File: config.mk
export PLATFORM = sky130hd
export DESIGN_NAME = pattern_response_misr
export DESIGN_NICKNAME = d
export VERILOG_FILES = /design/src/rtl/pattern_response_misr.sv
export SDC_FILE = /design/constraint.sdc
export NUM_CORES = 1
export LEC_CHECK = 0
export CAP_MARGIN = 30
export CORE_MARGIN = 5
export CORE_UTILIZATION = 50
export CTS_BUF_LIST = sky130_fd_sc_hd__clkbuf_4
export CTS_CLUSTER_DIAMETER = 60
export DETAILED_ROUTE_END_ITERATION = 12
export PLACE_DENSITY_LB_ADDON = 0.15
export SETUP_SLACK_MARGIN = 0.3
export SKIP_LAST_GASP = 1
export SYNTH_ARGS = -nofsm -noshare
export SYNTH_HDL_FRONTEND = slang
export SYNTH_SLANG_ARGS = --single-unit
File: constraint.sdc
create_clock -name blif_clk_net -period 6.25 [get_ports blif_clk_net]
set_clock_uncertainty 0.1 [all_clocks]
set_input_delay 0.625 -clock blif_clk_net [delete_from_list [all_inputs] [get_ports blif_clk_net]]
set_output_delay 0.625 -clock blif_clk_net [all_outputs]
set_load 0.02 [all_outputs]
File: src/rtl/pattern_response_misr.sv
// ============================================================================
// Module      : pattern_response_misr
// Description : Folds a stream of response samples into a MISR signature and
//               compares it with a golden value at the end of each run.
// Revision    : 1.0 - initial release
// ============================================================================
`default_nettype none

module pattern_response_misr #(
    parameter int                DATA_W = 7,
    parameter int                SIG_W  = 16,
    parameter logic [SIG_W-1:0]  POLY   = 16'h1021,
    parameter logic [SIG_W-1:0]  SEED   = 16'hFFFF,
    parameter int                CNT_W  = 16
) (
    input  logic              blif_clk_net,
    input  logic              blif_reset_net,
    input  logic              start,
    input  logic [CNT_W-1:0]  num_samples,
    input  logic [SIG_W-1:0]  expected_sig,
    input  logic              sample_valid,
    input  logic [DATA_W-1:0] sample_in,
    output logic              sample_ready,
    output logic              busy,
    output logic              done,
    output logic              pass,
    output logic [SIG_W-1:0]  signature,
    output logic [CNT_W-1:0]  sample_count
);

    typedef enum logic [1:0] {
        IDLE = 2'd0,
        RUN  = 2'd1,
        DONE = 2'd2
    } state_t;

    state_t            state;
    state_t            state_next;
    logic [CNT_W-1:0]  num_lat;
    logic [SIG_W-1:0]  exp_lat;
    logic              load;
    logic              accept;
    logic [SIG_W-1:0]  misr_next;
    logic [CNT_W-1:0]  count_inc;

    assign sample_ready = (state == RUN);
    assign busy         = (state == RUN);
    assign done         = (state == DONE);

    always_ff @(posedge blif_clk_net) begin
        if (blif_reset_net) begin
            state <= IDLE;
        end else begin
            state <= state_next;
        end
    end

    always_comb begin
        state_next = state;
        load       = 1'b0;
        accept     = 1'b0;
        misr_next  = {signature[SIG_W-2:0], 1'b0}
                   ^ (signature[SIG_W-1] ? POLY : {SIG_W{1'b0}})
                   ^ SIG_W'(sample_in);
        count_inc  = sample_count + 1'b1;
        case (state)
            IDLE, DONE: begin
                if (start) begin
                    load       = 1'b1;
                    state_next = (num_samples == '0) ? DONE : RUN;
                end
            end
            RUN: begin
                // start is deliberately ignored here; only reset aborts a run
                if (sample_valid) begin
                    accept = 1'b1;
                    if (count_inc == num_lat) begin
                        state_next = DONE;
                    end
                end
            end
            default: state_next = IDLE;
        endcase
    end

    always_ff @(posedge blif_clk_net) begin
        if (blif_reset_net) begin
            signature    <= SEED;
            sample_count <= '0;
            num_lat      <= '0;
            exp_lat      <= '0;
            pass         <= 1'b0;
        end else if (load) begin
            num_lat      <= num_samples;
            exp_lat      <= expected_sig;
            signature    <= SEED;
            sample_count <= '0;
            // An empty run lands in DONE immediately with the seed as result
            pass         <= (num_samples == '0) && (SEED == expected_sig);
        end else if (accept) begin
            signature    <= misr_next;
            sample_count <= count_inc;
            if (count_inc == num_lat) begin
                pass <= (misr_next == exp_lat);
            end
        end
    end

endmodule

`default_nettype wire
==> run summary <==
The run finished with clean final reports. The number of global-route vias before repair came out at 2968. Measured against its own limit, the worst slew margin works out to 58.4%. The mean instance size in the synthesized netlist is 7.98 µm².

Setup repair after global routing left no endpoint under its margin. The row count came out at 30. The maximum fanout along the worst path came out at 10. The y dimension of the die came out at 92.2 µm. The number of primary I/O pins came out at 79.

The non-filler instance count after layout came out at 572. In the final design database the tool counted 531 nets. The path with the worst hold slack has its endpoint at num_lat[12].

After detailed routing, the number of remaining DRC violations is 0. The CTS tree is yes. The leakage power figure is 1.56 nW. Counting I/O delays and the setup requirement, the final critical path takes 2590 ps. The clock net in this run drives a total of 67 sinks. The cell area power density is 225 nW/µm². The hold buffer count at cts came out at 0. The placed cell count is 556.

Setup slack on the worst reg-to-reg path comes out at 3660 ps. The largest net degree at the start of global routing is 39. The CTS buffer count is 9. The number of instances on the worst hold path came out at 2. The maximum clock rate came out at 0.387 GHz. The cell count after synthesis came out at 423. The starting density of the core came out at 50.5%.

The length in cells of the worst reg-to-reg path came out at 8. The part of the Yosys area used for sequential elements came out at 39.7%. The clock tree synthesis step divided the H-tree into 3 levels. Once the clock tree was built, the resizer swapped 0 gates to a different size. The type of the worst min-delay path is flop to flop. Wires add up to 8510 µm. The synthesized design contains 67 register bits. The first detailed-routing pass ran for 6 iterations. The fill cell instance count of the final layout is 591.

The placed cell area is 4140 µm². In this run the horizontal extent of the chip is 92.2 µm. The multi-input combinational cell area came out at 1860 µm². The beginning of the worst register-to-register path is sample_count[0].

The final hold violation count came to 0. The number of failing setup endpoints in the final timing report came out at 0. The first global-routing pass estimated 14200 µm of wire.

The post-synthesis to final-layout area growth came out at 28.1%. The share of post-route cells with drive strength above 1 came out at 6.71%. The final design utilization came out at 64.7%. The number of DRC markers in iteration 0 came out at 151. The tree is rooted in a clkbuf_4. The worst register-to-register path ends at pass. VDD sags by at most 0.142 mV. The source-to-sink clock delay at the later pin of the worst-skew pair came out at 420 ps. The number of different library cells in the post-synthesis netlist is 42. The number of antenna violations at the first check in global routing is 0. The footprint of the flip-flops and latches came out at 1340 µm². The worst slack on hold paths came out at 375 ps. The number of inserted diodes is 0. After synthesis the cells add up to 3380 µm². The count of nets left with antenna violations once routing finished came out at 0. For the worst setup path, the data arrival time is 2800 ps. The area of the core is 6680 µm². Across the run, the number of max-cap violations was 0. The synthesized net count came out at 467.

After detailed routing, the average wire length per cell comes to 14.9 µm. Global routing consumed, over all layers together, 20.7% of the routing resources. STA classifies the critical path endpoint as a flop. The number of synthesis warnings came out at 0.

Detailed placement ended at an HPWL of 6250 µm. The floorplan step defined a die boundary enclosing 8490 µm². For the worst setup path, the data required time is 6460 ps.

The via total after detailed routing is 3094. The final clock period utilization by the worst path is 41.4%. The start point of the worst min-delay path is num_lat[12]. In the routed layout, each cell is associated on average with a via count of 5.41. The aggregate negative setup slack came out at 0 ps.

The clock transition at the registers of the reported paths came out at 120 ps. For this run the aggregate overflow at the end of global routing stands at 0. The total count of max-transition violations in the final report came out at 0.

The nature of the critical path startpoint is a flop. The count of buffers added by post-CTS timing repair for setup is 0. The commonest non-fill, non-tap cell in the layout is nand2_1. The final weighted congestion in routability-driven placement came out at 0.895.

The classification of the worst setup path is flop to flop. The measured slew at the worst slew-check pin came out at 624 ps. The worst-case clock buffer depth came out at 2. In the layout the commonest cells are nand2_1, clkdlybuf4s50_1, dfxtp_1. The post-route standard cell area excluding fillers came out at 4320 µm². The number of buffers inserted by port buffering is 78.
-- cell usage after synthesis --
| library cell | number | area [µm²] |
|---|---|---|
| o311a_1 | 2 | 20.0 |
| and3b_1 | 1 | 8.76 |
| a21oi_1 | 42 | 210 |
| nand3_1 | 12 | 60.1 |
| nor3_2 | 1 | 10.0 |
| nand2_1 | 105 | 394 |
| a211oi_1 | 2 | 15.0 |
| inv_1 | 5 | 18.8 |
| nand3_2 | 1 | 10.0 |
| o21ai_0 | 8 | 40.0 |
| nor2_1 | 23 | 86.3 |
| nand4_4 | 1 | 21.3 |
| clkbuf_1 | 17 | 63.8 |
| nor3_1 | 7 | 35.0 |
| o2111ai_2 | 1 | 15.0 |
| buf_6 | 1 | 11.3 |
| buf_4 | 9 | 67.6 |
| a311oi_1 | 1 | 8.76 |
| nand4_2 | 1 | 12.5 |
| buf_2 | 3 | 15.0 |
| xnor2_1 | 31 | 272 |
| nor2b_1 | 3 | 18.8 |
| o21ai_1 | 3 | 15.0 |
| mux2_1 | 1 | 11.3 |
| or4b_1 | 1 | 10.0 |
| dfxtp_1 | 67 | 1340 |
| nand2b_1 | 4 | 25.0 |
| nor4_2 | 2 | 25.0 |
| nor4_1 | 6 | 37.5 |
| and2_1 | 2 | 12.5 |
| xor2_1 | 21 | 184 |
| nand3_4 | 1 | 17.5 |
| or3_1 | 8 | 50.1 |
| or4_1 | 1 | 7.51 |
| a32oi_1 | 1 | 8.76 |
| ha_1 | 1 | 12.5 |
| xnor2_2 | 1 | 16.3 |
| or2_2 | 1 | 6.26 |
| o21a_1 | 2 | 15.0 |
| nand4_1 | 11 | 68.8 |
| o211ai_1 | 11 | 82.6 |
| a221oi_2 | 1 | 15.0 |
-- where the power goes --
group	total (mW)	switching, mW	internal (mW)	leakage (nW)
Clock	0.369	0.167	0.202	0.0959
Combinational	0.141	0.0712	0.0695	0.918
Sequential	0.461	0.0163	0.445	0.547
-- cells by family after synthesis --
kind of cell,after synthesis,synth area share (%)
and+or+nand+nor,192,27.2
AOI/OAI and AO/OA,74,13.2
DFF,67,39.7
xor gates and xnor gates,53,14.0
buffers and inverters,35,5.23
muxes,1,0.334
adders and majority gates,1,0.371
-- registers in the layout, summed over array words and instances (netlist names) --
register and cells:
exp_lat 16, num_lat 16, pass 1, sample_count 16
signature 16, state 2
-- layout make-up --
cell class	instances	area share [%]
Timing Repair Buffer	83	18.9
Tap cell	80	2.32
Multi-Input combinational cell	321	43.0
Inverter	5	0.434
Clock buffer	9	1.56
Sequential cell	67	31.0
Clock inverter	7	2.69
-- critical path, stage by stage, from the launching register on --
cell and delay [ps]:
dfxtp_1 510, ha_1 300, nand3_2 200, o21ai_0 230, o211ai_1 140, nor4_2 300, o2111ai_2 210, o21ai_1 170
mux2_1 340
-- worst max path at each step --
stage,from,end,slack (ps)
floorplan,sample_count[0],pass,3800
global placement,start,signature[6],3510
detailed placement,sample_valid,sample_count[11],3650
CTS,sample_count[0],pass,3610
global route,sample_count[0],pass,3350
finish,sample_count[0],pass,3660
-- through the flow --
| stage | setup slack, ps | power (mW) |
|---|---|---|
| 2_1_floorplan | 3800 | 0.555 |
| 3_3_place_gp | 3510 | 0.609 |
| 3_5_place_dp | 3650 | 0.612 |
| 4_1_cts | 3610 | 0.974 |
| 5_1_grt | 3350 | 1.01 |
| 6_report | 3660 | 0.971 |
-- layer usage --
| layer | routed length [µm] | vias up | global-route usage [%] |
|---|---|---|---|
| met5 | 0 | - | 0 |
| met4 | 126 | 0 | 7.18 |
| met3 | 465 | 12 | 3.77 |
| met2 | 4150 | 98 | 34.3 |
| met1 | 3770 | 1426 | 26.9 |
| li1 | - | 1558 | - |
Power figures use the tool's default switching activity.
